==> src/rtl/hdlc_rx_monitor.sv <==
// Multi-channel HDLC Rx runtime monitor: flag/abort latency, idle level, optional overflow check.
// Define HDLC_MON_OVERFLOW_CHK_EN to build the Rx_Overflow && Rx_WrBuff check.
module hdlc_rx_monitor #(
  parameter int unsigned CHANNELS  = 1,
  parameter int unsigned FLAG_LAT  = 2,
  parameter int unsigned ABORT_LAT = 1,
  parameter int unsigned IDLE_LEN  = 8,
  parameter int unsigned CNT_W     = 16
) (
  input  logic                Clk,
  input  logic                Rst,
  input  logic                Clear,
  input  logic [CHANNELS-1:0] Rx,
  input  logic [CHANNELS-1:0] Rx_FlagDetect,
  input  logic [CHANNELS-1:0] Rx_ValidFrame,
  input  logic [CHANNELS-1:0] Rx_AbortDetect,
  input  logic [CHANNELS-1:0] Rx_AbortSignal,
  input  logic [CHANNELS-1:0] Rx_Overflow,
  input  logic [CHANNELS-1:0] Rx_WrBuff,
  input  logic [CHANNELS-1:0] TxEN,
  input  logic [CHANNELS-1:0] RxEN,
  output logic [CHANNELS-1:0] FlagErr,
  output logic [CHANNELS-1:0] AbortErr,
  output logic [CHANNELS-1:0] IdleErr,
  output logic [CHANNELS-1:0] OvfErr,
  output logic                ErrPulse,
  output logic [CNT_W-1:0]    ErrCnt
);

  localparam int unsigned IncW = $clog2(4 * CHANNELS + 1);
  localparam int unsigned SumW = ((CNT_W > IncW) ? CNT_W : IncW) + 1;
  localparam logic [CNT_W-1:0] CntMax = '1;

  logic [CHANNELS-1:0]   flagViol;
  logic [CHANNELS-1:0]   abortViol;
  logic [CHANNELS-1:0]   idleViol;
  logic [CHANNELS-1:0]   ovfViol;
  logic [4*CHANNELS-1:0] allViol;
  logic [IncW-1:0]       violInc;
  logic [CNT_W-1:0]      cntBase;
  logic [SumW-1:0]       cntSum;
  logic [CNT_W-1:0]      cntNext;

  for (genvar c = 0; c < CHANNELS; c++) begin : gCh
    logic [6:0]           hist;
    logic [FLAG_LAT-1:0]  flagPend;
    logic [ABORT_LAT-1:0] abortPend;
    logic [7:0]           idleCnt;
    logic                 flagMatch;
    logic                 abortQual;
    logic                 idle;

    // All-ones history reset means a flag can only match after a real leading 0.
    assign flagMatch = ({hist, Rx[c]} == 8'h7E);
    assign abortQual = Rx_AbortDetect[c] & Rx_ValidFrame[c];
    assign idle      = ~TxEN[c] & ~RxEN[c];

    always_ff @(posedge Clk) begin
      if (Rst) begin
        hist      <= 7'h7F;
        flagPend  <= '0;
        abortPend <= '0;
        idleCnt   <= '0;
      end else begin
        hist      <= {hist[5:0], Rx[c]};
        flagPend  <= FLAG_LAT'({flagPend, flagMatch});
        abortPend <= ABORT_LAT'({abortPend, abortQual});
        if (!idle) begin
          idleCnt <= '0;
        end else if (idleCnt != 8'hFF) begin
          idleCnt <= idleCnt + 8'd1;
        end
      end
    end

    assign flagViol[c]  = flagPend[FLAG_LAT-1] & ~Rx_FlagDetect[c];
    assign abortViol[c] = abortPend[ABORT_LAT-1] & ~Rx_AbortSignal[c];
    assign idleViol[c]  = (idleCnt >= 8'(IDLE_LEN)) & idle & ~Rx[c];
  end

`ifdef HDLC_MON_OVERFLOW_CHK_EN
  assign ovfViol = Rx_Overflow & Rx_WrBuff;

  always_ff @(posedge Clk) begin
    if (Rst) begin
      OvfErr <= '0;
    end else if (Clear) begin
      OvfErr <= ovfViol;
    end else begin
      OvfErr <= OvfErr | ovfViol;
    end
  end
`else
  logic unusedOvf;
  assign unusedOvf = ^{Rx_Overflow, Rx_WrBuff};
  assign ovfViol   = '0;
  assign OvfErr    = '0;
`endif

  assign allViol = {ovfViol, idleViol, abortViol, flagViol};
  assign violInc = IncW'($countones(allViol));
  assign cntBase = Clear ? '0 : ErrCnt;
  assign cntSum  = SumW'(cntBase) + SumW'(violInc);
  assign cntNext = (cntSum > SumW'(CntMax)) ? CntMax : CNT_W'(cntSum);

  always_ff @(posedge Clk) begin
    if (Rst) begin
      FlagErr  <= '0;
      AbortErr <= '0;
      IdleErr  <= '0;
      ErrPulse <= 1'b0;
      ErrCnt   <= '0;
    end else begin
      // Clear restarts the sticky bits from this edge's violations rather than dropping them.
      if (Clear) begin
        FlagErr  <= flagViol;
        AbortErr <= abortViol;
        IdleErr  <= idleViol;
      end else begin
        FlagErr  <= FlagErr | flagViol;
        AbortErr <= AbortErr | abortViol;
        IdleErr  <= IdleErr | idleViol;
      end
      ErrPulse <= |allViol;
      ErrCnt   <= cntNext;
    end
  end

endmodule

==> config.mk <==
export PLATFORM = sky130hd
export DESIGN_NAME = hdlc_rx_monitor
export DESIGN_NICKNAME = d
export VERILOG_FILES = /design/src/rtl/hdlc_rx_monitor.sv
export SDC_FILE = /design/constraint.sdc
export NUM_CORES = 1
export LEC_CHECK = 0
export CAP_MARGIN = 20
export CORE_MARGIN = 4
export CORE_UTILIZATION = 43
export DETAILED_ROUTE_END_ITERATION = 8
export GPL_TIMING_DRIVEN = 0
export PLACE_DENSITY = 0.68
export REMOVE_ABC_BUFFERS = 1
export SLEW_MARGIN = 20
export SYNTH_ARGS = -nofsm -noshare
export SYNTH_HDL_FRONTEND = slang
export SYNTH_SLANG_ARGS = --single-unit
export TNS_END_PERCENT = 100
==> constraint.sdc <==
create_clock -name Clk -period 4 [get_ports Clk]
set_input_delay 0.8 -clock Clk [delete_from_list [all_inputs] [get_ports Clk]]
set_output_delay 0.8 -clock Clk [all_outputs]
set_load 0.01 [all_outputs]
# == Word-level counts from Yosys, hierarchy flattened ==
# Index checks and enable logic that the tools add are counted.
# word_totals
regBits,38
latchBits,0
mem_bits_rw,0
romBits,0
inputBits,12
out_inout_bits,21
word_cells,39
memories,0
# op_classes
n_addsub,4
n_mul,0
div_mod_pow,0
order_cmp,2
eq_ne,2
shifts,0
muxes,5
n_bitwise,15
n_reduce_logical,2
# ops
operator,n
$mux 16,2
$add 16x3->17,1
$gt 17x16->1 const B,1
$add 8x1->8 const B,1
$eq 8x7->1 const B,1
$ge 8x4->1 const B,1
$ne 8x8->1 const B,1
$and 1x1->1,6
$not 1->1,6
$add 2x1->3,1
$mux 1,3
$or 1x1->1,3
$reduce_or 3->1,1
$add 1x1->2,1
$reduce_or 2->1,1

# == Longest topological paths before layout ==
# depth
ltp_word,8
ltp_mapped,12
depth_no_buf,11

# == Worst setup path before layout ==
# Ideal clock, no wire load.
# synth_timing
kind,input port to flip-flop
from,input port Clear
to,register ErrCnt[11]
setup_ps,74
arrival_time_ps,3168
required_time_ps,3926
path_slack_ps,758
stages,12
n_path_buf,2
path_cell_list,clkinv_1 > nand2_1 > fa_1 > inv_1 > ha_1 > inv_1 > fa_1 > nand4bb_1 > clkbuf_1 > or4_4 > buf_6 > o21ai_0
# synth_between
elab_chain_cells,4
# synth_rtl
item,line_no,rtl
start: declaration,12,"input logic Clear,"
$mux 16 *,102,assign cntBase = Clear ? '0 : ErrCnt;
$add 16x3->17 *,103,assign cntSum = SumW'(cntBase) + SumW'(violInc);
$gt 17x16->1,104,assign cntNext = (cntSum > SumW'(CntMax)) ? CntMax : CNT_W'(cntSum);
$mux 16 *,104,
end signal: assignment,125,ErrCnt <= cntNext;
end: declaration,27,output logic [CNT_W-1:0] ErrCnt
# Mark *: on every way between the ends. The rest lies on a longest branch, timed or not.
# A chain may end at the register's enable or synchronous reset.

# == Final worst setup path ==
# layout_timing
from,input port Rx_AbortSignal
to,register ErrCnt[14]
# layout_between
elab_chain_cells,7
# layout_rtl
item,line_no,rtl
start: declaration,17,"input logic [CHANNELS-1:0] Rx_AbortSignal,"
$not 1->1 *,77,assign abortViol[c] = abortPend[ABORT_LAT-1] & ~Rx_AbortSignal[c];
$and 1x1->1 *,77,
$add 1x1->2 (not written as such) *,101,assign violInc = IncW'($countones(allViol));
$add 2x1->3 (not written as such) *,101,
$add 16x3->17 *,103,
$gt 17x16->1,104,
$mux 16 *,104,
# Marks and branches as above.

==> out/results.ini <==
[run_status]
status = finished, final reports clean

[global_routing]
grt_first_pass_wirelength_um = 6270
grt_pass1_vias = 1376
grt_max_degree = 24
overflow = 0
antenna_found_initial = 0
grt_usage_pct = 15.5

[final_layout]
drive_gt1_share_pct = 11.4
nFillCells = 316
area_growth_pct = 25.2
final_common_cell = dfxtp_1
final_cell_mix = 38 x dfxtp_1, 28 x clkdlybuf4s50_1, 14 x nand2_1, 14 x nor2_1, 13 x xnor2_1
utilization_pct = 57.5
nNetsFinal = 238
stdcell_area_um2 = 2170
fin_cells = 268
antenna_cells = 0

[critical_path]
path_delay_family = adder cells
critPathLaunchType = input port
cp_max_fo = 7
path_class = input port to flop
crit_buf_inv = 3
required_ns = 4.19
cp.arrival_ns = 3.72
cp_cell_sequence = clkdlybuf4s50_1 -> nand2b_1 -> fa_1 -> inv_1 -> ha_1 -> inv_1 -> fa_1 -> nand4bb_2 -> nor4_2 -> nor2_1 -> a211oi_1
crit_slowest_cell = fa_1
cpPeakStageDelay_ns = 0.50
crit_path_end_kind = flop

[placed_design]
dp.cells = 260
gp_congestion = 0.861
placed_area_um2 = 2050
dp_hpwl_um = 2640
io_buffers = 29

[yosys]
synth_xor_area_share_pct = 7.08
synthFlopType = dfxtp_1
synth.distinct_cells = 42
synth-edff-count = 0
synth-seq-area-share_pct = 43.9
synthMuxAreaShare_pct = 0
synthAdderAreaFrac_pct = 5.92
syn_inst = 190
async_flop_share_pct = 0
ys_ff_latch = 38
ys_top_cells_by_area = dfxtp_1 44%, xnor2_1 6.6%, ha_1 3.6%
avgSynthCellArea_um2 = 9.12
netlist.top_cell.by_area = dfxtp_1
synth_top_area_share_pct = 43.9
synthSimpleGateAreaFrac_pct = 29.6
yosys_warnings = 0
synth_top_family_by_area = simple AND/OR/NAND/NOR gates
synthesis.area_um2 = 1730
synth_compound_area_share_pct = 8.95

[pwr]
ir_worst_vdd_uv = 212
pwr-share-seq_pct = 52.7
p_switching_mw = 0.148
power_density_nw_per_um2 = 335
switching_share_pct = 20.4
leakage_nw = 0.796
finalPower_mw = 0.726
internal_power_mw = 0.578
clockPowerShare_pct = 43.6
pwr-share-comb_pct = 3.7

[sta]
fin_skew_ns = 0.00204
setup_viol = 0
relSlewSlack_pct = 44.5
rsz0062_at_grt = no
worstMarginPinSlew_ns = 0.830
period_needed_ns = 3.54
drv_slew = 0
fmax_mhz = 283
hold_viol_final = 0
finalCritPeriodShare_pct = 88.4

[floorplan]
ios = 33
die_area_um2 = 5110
start_util_pct = 46.0
rows = 22
fp.coreArea_um2 = 3770
die_h_um = 71.5
die_x_um = 71.5

[flow_run]
max-cap-violations = 0

[route]
drt-total-wl_um = 3640
vias_per_cell = 5.37
vias = 1439
antenna_left = 0
drt_iter0_markers = 82
wl_per_cell_um = 13.6
firstDrtPassIters = 4
route.detailed.drc = 0

[cts]
clkTransAtPathRegs_ns = 0.07
cts.sinks = 38
cts_max_level = 2
clock_latency_ns = 0.29
cts_setup_buffers = 0
clockBufferDepth = 2
numCtsBuffers = 5
root_buffer = clkbuf_8
cts_tree = yes

[min_path]
hold_path_class = flop to flop

-- final timing paths --
kind,slack (ns),end,startpoint,cells after the start
hold reg to reg,0.45,gCh[0].hist[4],gCh[0].hist[3],1
hold / removal,0.45,gCh[0].hist[4],gCh[0].hist[3],1
setup / recovery,0.46,ErrCnt[14],Rx_AbortSignal,11
setup reg to reg,1.14,ErrCnt[14],gCh[0].abortPend,10
-- cell usage after synthesis (2+ instances only) --
library cell / count
nor2b_1: 5
and3_1: 2
nand2b_1: 3
nand4b_1: 2
nand2_1: 14
nand3b_1: 2
fa_1: 2
xnor2_1: 13
a211oi_1: 3
o21ai_0: 10
ha_1: 5
nor3_1: 10
inv_1: 9
clkbuf_1: 5
nor2_1: 14
or2_2: 8
dfxtp_1: 38
nor4_1: 5
nand3_1: 5
nor4b_1: 2
a21oi_1: 12
-- per-stage QoR --
stage	worst slack (ns)	setup TNS (ns)	hold WS [ns]
2_1_floorplan	0.792	0	0.414
3_3_place_gp	-0.277	-3.61	0.418
3_5_place_dp	-0.324	-4.34	0.435
4_1_cts	0.0748	0	0.452
5_1_grt	0.315	0	0.459
6_report	0.463	0	0.447
-- what timing repair did --
item / CTS / global route
gates cloned: 0 / 0
resized for setup: 2 / 2
hold endpoints to repair: 0 / 0
hold buffers: 0 / 0
setup endpoints to repair: 9 / 16
-- sequential cells by signal, summed over array words and instances, names as in the netlist --
register and cells:
IdleErr 1, gCh.idleCnt 8, gCh.abortPend 1, gCh.flagPend 2, ErrCnt 16, AbortErr 1
ErrPulse 1, FlagErr 1, gCh.hist 7
-- power by group through the flow --
stage	Sequential (mW)	Combinational (mW)	Clock, mW
floorplan	0.392	0.00946	0
global placement	0.392	0.0260	0
detailed placement	0.392	0.0267	0
CTS	0.383	0.0270	0.325
global route	0.383	0.0297	0.341
finish	0.383	0.0271	0.316
-- layer usage --
metal | wire [um] | vias up | track usage [%]
met4 | 61 | 0 | 9.19
met1 | 1590 | 681 | 19.2
met2 | 1790 | 41 | 23.9
met3 | 205 | 7 | 4.21
met5 | 0 | - | 0
li1 | - | 710 | -
-- worst register-to-register path: cells and delay by family, from the launching register on --
kind                     cells  cell delay [ns]
buffers and inverters        2             0.14
adder cells (fa/ha/maj)      3             1.11
AO/OA/AOI/OAI                1             0.23
flip-flops                   1             0.31
AND/OR/NAND/NOR              4             0.96
-- cell type report --
cell class	instances	area, um^2	area share, %
Sequential cell	38	761	35.1
Tap cell	48	60.1	2.77
Timing Repair Buffer	29	293	13.5
Multi-Input combinational cell	135	908	41.9
Clock buffer	5	68.8	3.17
Clock inverter	3	40.0	1.85
Inverter	10	38.8	1.79
-- cell families (layout without fill, tap and decap cells) --
kind of cell,count (synthesis),in the layout
other,1,1
xor gates and xnor gates,14,14
and+or+nand+nor,85,85
buffers and inverters,17,47
AOI/OAI and AO/OA,28,28
adders and majority gates,7,7
DFF,38,38
(Power assumes the default switching activity.)
